===== src/rtl/mem_access_unit.sv =====
// LC-3b MEM-stage data-memory controller: word/byte loads and stores plus two-access LDI/STI.
// Optional macro MEM_UNALIGNED_TRAP_EN: odd word addresses skip memory and pulse misaligned.
module mem_access_unit #(
  parameter int WIDTH = 16
) (
  input  logic             clk,
  input  logic             reset_n,
  input  logic             req_valid,
  input  logic [2:0]       req_op,
  input  logic [WIDTH-1:0] req_address,
  input  logic [WIDTH-1:0] req_wdata,
  output logic             stall,
  output logic             mem_read,
  output logic             mem_write,
  output logic [WIDTH-1:0] mem_address,
  output logic [WIDTH-1:0] mem_wdata,
  output logic [1:0]       mem_byte_enable,
  input  logic [WIDTH-1:0] mem_rdata,
  input  logic             mem_resp,
  output logic [WIDTH-1:0] rdata_out,
  output logic             rdata_valid,
  output logic             misaligned,
  output logic [2:0]       dbg_state
);

  // Handshake: a request is offered by req_valid with a non-NONE op; the unit holds the
  // pipeline with stall until DONE, and upstream keeps req_* stable while stall is high.

`ifdef MEM_UNALIGNED_TRAP_EN
  localparam logic TrapEn = 1'b1;
`else
  localparam logic TrapEn = 1'b0;
`endif

  localparam logic [2:0] OP_LDR = 3'd1;
  localparam logic [2:0] OP_LDB = 3'd2;
  localparam logic [2:0] OP_STB = 3'd4;
  localparam logic [2:0] OP_LDI = 3'd5;
  localparam logic [2:0] OP_STI = 3'd6;

  typedef enum logic [2:0] {
    S_IDLE    = 3'd0,
    S_IND_RD  = 3'd1,
    S_IND_GAP = 3'd2,
    S_ACCESS  = 3'd3,
    S_DONE    = 3'd4
  } state_t;

  function automatic logic op_active(input logic [2:0] op);
    return (op != 3'd0) && (op != 3'd7);
  endfunction

  function automatic logic op_is_load(input logic [2:0] op);
    return (op == OP_LDR) || (op == OP_LDB) || (op == OP_LDI);
  endfunction

  function automatic logic op_is_byte(input logic [2:0] op);
    return (op == OP_LDB) || (op == OP_STB);
  endfunction

  function automatic logic op_is_ind(input logic [2:0] op);
    return (op == OP_LDI) || (op == OP_STI);
  endfunction

  state_t           state_q;
  logic [2:0]       op_q;
  logic [WIDTH-1:0] addr_q;
  logic [WIDTH-1:0] wdata_q;
  logic             mem_read_q;
  logic             mem_write_q;
  logic [WIDTH-1:0] mem_address_q;
  logic [WIDTH-1:0] mem_wdata_q;
  logic [1:0]       mem_be_q;
  logic [WIDTH-1:0] rdata_q;
  logic             rdata_valid_q;
  logic             misaligned_q;

  // The final access is launched either from IDLE (direct op) or from IND_GAP (pointer in addr_q).
  logic [2:0]       src_op;
  logic [WIDTH-1:0] src_addr;
  logic [WIDTH-1:0] src_wdata;
  logic             src_skip;
  logic             launch_read;
  logic             launch_write;
  logic [WIDTH-1:0] launch_addr;
  logic [WIDTH-1:0] launch_wdata;
  logic [1:0]       launch_be;
  logic             acc_skip;
  logic [7:0]       byte_sel;
  logic [WIDTH-1:0] load_result;

  always_comb begin
    src_op    = req_op;
    src_addr  = req_address;
    src_wdata = req_wdata;
    if (state_q == S_IND_GAP) begin
      src_op    = op_q;
      src_addr  = addr_q;
      src_wdata = wdata_q;
    end
    src_skip     = TrapEn & ~op_is_byte(src_op) & src_addr[0];
    launch_read  = op_is_load(src_op) & ~src_skip;
    launch_write = ~op_is_load(src_op) & ~src_skip;
    launch_addr  = {src_addr[WIDTH-1:1], 1'b0};
    launch_be    = 2'b11;
    launch_wdata = src_wdata;
    if (op_is_byte(src_op)) begin
      launch_be    = src_addr[0] ? 2'b10 : 2'b01;
      launch_wdata = {src_wdata[7:0], src_wdata[7:0]};
    end
  end

  always_comb begin
    acc_skip    = TrapEn & ~op_is_byte(op_q) & addr_q[0];
    byte_sel    = addr_q[0] ? mem_rdata[15:8] : mem_rdata[7:0];
    load_result = mem_rdata;
    if (op_q == OP_LDB) begin
      load_result = {{(WIDTH-8){byte_sel[7]}}, byte_sel};
    end
  end

  always_ff @(posedge clk or negedge reset_n) begin
    if (!reset_n) begin
      state_q       <= S_IDLE;
      op_q          <= 3'd0;
      addr_q        <= '0;
      wdata_q       <= '0;
      mem_read_q    <= 1'b0;
      mem_write_q   <= 1'b0;
      mem_address_q <= '0;
      mem_wdata_q   <= '0;
      mem_be_q      <= 2'b00;
      rdata_q       <= '0;
      rdata_valid_q <= 1'b0;
      misaligned_q  <= 1'b0;
    end else begin
      rdata_valid_q <= 1'b0;
      misaligned_q  <= 1'b0;
      case (state_q)
        S_IDLE: begin
          if (req_valid && op_active(req_op)) begin
            op_q    <= req_op;
            addr_q  <= req_address;
            wdata_q <= req_wdata;
            if (op_is_ind(req_op)) begin
              state_q       <= S_IND_RD;
              mem_read_q    <= 1'b1;
              mem_address_q <= {req_address[WIDTH-1:1], 1'b0};
              mem_be_q      <= 2'b11;
            end else begin
              state_q       <= S_ACCESS;
              mem_read_q    <= launch_read;
              mem_write_q   <= launch_write;
              mem_address_q <= launch_addr;
              mem_wdata_q   <= launch_wdata;
              mem_be_q      <= launch_be;
            end
          end
        end
        S_IND_RD: begin
          if (mem_resp) begin
            addr_q     <= mem_rdata;
            mem_read_q <= 1'b0;
            state_q    <= S_IND_GAP;
          end
        end
        S_IND_GAP: begin
          state_q       <= S_ACCESS;
          mem_read_q    <= launch_read;
          mem_write_q   <= launch_write;
          mem_address_q <= launch_addr;
          mem_wdata_q   <= launch_wdata;
          mem_be_q      <= launch_be;
        end
        S_ACCESS: begin
          if (acc_skip) begin
            state_q      <= S_DONE;
            misaligned_q <= 1'b1;
          end else if (mem_resp) begin
            state_q     <= S_DONE;
            mem_read_q  <= 1'b0;
            mem_write_q <= 1'b0;
            if (op_is_load(op_q)) begin
              rdata_q       <= load_result;
              rdata_valid_q <= 1'b1;
            end
          end
        end
        S_DONE:  state_q <= S_IDLE;
        default: state_q <= S_IDLE;
      endcase
    end
  end

  assign stall           = req_valid & op_active(req_op) & (state_q != S_DONE);
  assign mem_read        = mem_read_q;
  assign mem_write       = mem_write_q;
  assign mem_address     = mem_address_q;
  assign mem_wdata       = mem_wdata_q;
  assign mem_byte_enable = mem_be_q;
  assign rdata_out       = rdata_q;
  assign rdata_valid     = rdata_valid_q;
  assign misaligned      = misaligned_q & TrapEn;
  assign dbg_state       = state_q;

endmodule


===== config.mk =====
export PLATFORM = sky130hd
export DESIGN_NAME = mem_access_unit
export DESIGN_NICKNAME = d
export VERILOG_FILES = /design/src/rtl/mem_access_unit.sv
export SDC_FILE = /design/constraint.sdc
export NUM_CORES = 1
export LEC_CHECK = 0
export ABC_AREA = 1
export BUFFER_PORTS_ARGS = -buffer_cell sky130_fd_sc_hd__buf_2
export CORE_MARGIN = 10
export CORE_UTILIZATION = 45
export CTS_BUF_LIST = sky130_fd_sc_hd__clkbuf_8
export CTS_CLUSTER_DIAMETER = 150
export DETAILED_ROUTE_END_ITERATION = 6
export PLACE_DENSITY_LB_ADDON = 0.3
export SYNTH_ARGS = -nofsm -noshare
export SYNTH_HDL_FRONTEND = slang
export SYNTH_SLANG_ARGS = --single-unit
export TNS_END_PERCENT = 10

===== constraint.sdc =====
create_clock -name clk -period 1.55 [get_ports clk]
set_input_delay 0.31 -clock clk [delete_from_list [all_inputs] [get_ports clk]]
set_output_delay 0.31 -clock clk [all_outputs]
set_load 0.005 [all_outputs]

==> out/metrics.cfg <==
[grt]
grt_max_degree = 91
track_usage_pct = 17.1
grt_pass1_wl_um = 20500
grt_pass1_vias = 4021
overflow = 0
antenna_found_initial = 0

[worst_setup_path]
cp.arrival_ns = 1.91
r2r_slack_ns = -0.07
endpoint = mem_wdata[10]$_DFFE_PN0P_
worstSetupPathType = reg2reg
reg2reg_depth = 10
path_max_fanout = 8
worstPathRequired_ns = 1.85
r2r_end = mem_wdata[10]$_DFFE_PN0P_
setup.worst_path.start = dbg_state[2]$_DFFE_PN0P_
r2r_start = dbg_state[2]$_DFFE_PN0P_
crit_path_end_kind = flop
start_kind = flop

[timing]
finalSetupViolCount = 27
fin_crit_sh_pct = 104
fmax_mhz = 618
finalMaxSlewViolations = 0
finalClockSkew_ns = 0.0113
holdWs_ns = -0.0329
rsz0062_at_grt = true
fin_tns_setup_ns = -0.777
finalHoldViolCount = 30
post-route-min-period_ns = 1.62
layout_setup_ws_ns = -0.0680

[pwr]
p_switching_mw = 5.14
switching_share_pct = 42.7
vdd_drop_max_uv = 1060
p_leak_nw = 2.86
p_int_mw = 6.90
p_comb_share_pct = 53.0
pwr-share-seq_pct = 34.8
clkPwrFrac_pct = 12.2
power_density_mw_per_mm2 = 2100

[hold_path]
hp-class = in2async

[logic_synthesis]
synthArstFlopShare_pct = 100
yosysSeqAreaShare_pct = 50.1
synthesis.area_mm2 = 0.00450
netlist-cell-type-count = 34
synth_edf_count = 0
synthCells = 509
avgSynthCellArea_um2 = 8.83
synth_flop_cell = dfrtp_1
ys_seq_elements = 90
synth_warnings = 0

[drt]
drt-total-wl_um = 12700
ant_nets = 0
dr.first_iter.drc_count = 376
avgRoutedWirePerCell_um = 16.1
drt_drc_violations_left = 0
vias_per_cell = 5.23
first_pass_iters = 5
vias = 4105

[clock_network]
clk_path_buf_depth = 2
clk_pin_slew_worst_paths_ns = 0.09
clock_latency_ns = 0.35
cts.sinks = 90
cts_root_buf = clkbuf_8
htreeDepth = 3
numCtsBuffers = 9
cts_tree = yes

[run_status]
status = finished with violations
violations = hold timing, setup timing

[floorplan]
die_h_um = 120
rows = 36
core_area_mm2 = 0.00977
dieArea_mm2 = 0.0144
io_pins = 113
die_x_um = 120
start_util_pct = 46.0

[job]
cap_violations = 0

[final_layout]
antenna_cells = 0
stdcell_area_mm2 = 0.00572
nets = 702
post_route_cells_drive_above_1_share_pct = 37.4
layout-area-overhead-vs-synth_pct = 27.3

[placed_design]
port_buffers = 110
place.gp.congestion = 0.889
post-dp-hpwl_um = 9180
place_area_mm2 = 0.00527

[cells in the mapped netlist (all sizes together), types with 2 or more instances]
cell,count,area share (%)
or2,15,2.1
inv,36,3.1
dfrtp,90,50
nand3,36,4.8
buf,20,4.3
o21ai,73,9.6
a22oi,15,2.5
a21oi,16,2.6
clkbuf,5,0.42
nor3,2,0.47
a31oi,17,2.4
nand2,135,12
nor2,44,4.6
[state kept, by name, indices dropped and copies added, names as in the netlist]
register / cells
mem_write: 1
op_q: 3
dbg_state: 3
addr_q: 16
mem_read: 1
rdata_valid: 1
wdata_q: 16
mem_wdata: 16
mem_address: 15
mem_byte_enable: 2
rdata_out: 16
[power by group through the flow]
| stage | registers [mW] | clock network (mW) | logic [mW] |
|---|---|---|---|
| global placement | 4.17 | 0 | 5.51 |
| CTS | 4.15 | 1.50 | 5.93 |
| finish | 4.19 | 1.47 | 6.38 |
| floorplan | 4.15 | 0 | 3.65 |
| detailed placement | 4.18 | 0 | 5.63 |
| global route | 4.33 | 1.62 | 7.11 |
[layer usage]
| layer | vias up | part of all wire [%] | GRT usage, % |
|---|---|---|---|
| li1 | 1964 | - | - |
| met1 | 1933 | 42 | 21.8 |
| met2 | 185 | 47 | 27.8 |
| met3 | 23 | 8.1 | 4.03 |
| met4 | 0 | 2.2 | 6.11 |
| met5 | - | 0 | 0 |
[repair_timing]
action                                  4_1_cts  5_1_grt
hold buffers                                  0        0
buffers inserted                              7        6
pin swaps                                     7        4
endpoints found under the setup margin       14       85
resized for setup                             9       29
hold endpoints to repair                      0        0
gates cloned                                  1        2
[logic make-up (layout without fill, tap and decap cells)]
family	count (synthesis)	after routing	share of synthesized area, %
AO/OA/AOI/OAI	123	123	17.4
AND/OR/NAND/NOR	234	236	24.6
buffers and inverters	61	201	7.82
flip-flops	90	90	50.1
other	1	2	0.0834
[placed cells by master (no fill, tap or decap), drive strengths merged]
cell      count
nand3        37
nor2         44
nand4         1
o22ai         1
inv          37
a21oi        16
nand2       136
or2          15
clkbuf       10
clkinvlp      3
conb          2
dfrtp        90
nor3          2
clkinv        3
a31oi        17
o211ai        1
a22oi        15
o21ai        73
buf         148
nand3b        1
[per-stage QoR]
step | power (mW) | hold WS (ns) | util [%] | worst slack [ns] | instances
floorplan | 7.80 | 0.0144 | - | 0.0964 | 510
global placement | 9.68 | 0.393 | 53.9 | -0.000251 | 753
detailed placement | 9.82 | 0.394 | 53.9 | -0.0300 | 753
CTS | 11.6 | 0.00857 | 56.7 | -0.0271 | 777
global route | 13.1 | 0.0122 | 58.6 | -0.177 | 785
finish | 12.0 | -0.0329 | 58.6 | -0.0680 | 785
[worst min-delay path by stage]
| stage | cells after the start | slack (ns) | end | startpoint |
|---|---|---|---|---|
| 3_5_place_dp | 2 | 0.39 | rdata_out[13]$_DFFE_PN0P_ | reset_n |
| 2_1_floorplan | 0 | 0.01 | addr_q[0]$_DFFE_PN0P_ | reset_n |
| 4_1_cts | 2 | 0.009 | rdata_out[13]$_DFFE_PN0P_ | reset_n |
| 6_report | 2 | -0.03 | rdata_out[13]$_DFFE_PN0P_ | reset_n |
| 3_3_place_gp | 2 | 0.39 | rdata_out[14]$_DFFE_PN0P_ | reset_n |
| 5_1_grt | 2 | 0.01 | rdata_out[13]$_DFFE_PN0P_ | reset_n |
[worst max-delay path: stages, from the launching register on]
cell	delay (ns)
dfrtp_1	0.43
nor2_4	0.25
buf_4	0.16
nand2_2	0.09
nand2_1	0.10
nand2_2	0.10
nand2_2	0.10
nand2_4	0.08
nand3_1	0.10
nand3_1	0.09
nand2_1	0.06
[area by class of cell]
cell class              count  area, um2
clock inverters             7       53.8
clock buffers               9        124
well taps                 133        166
flip-flops and latches     90       2250
fillers                   906       4050
repair buffers            149        978
multi-input cells         361       2000
inverters                  36        145
(Power assumes the default switching activity.)
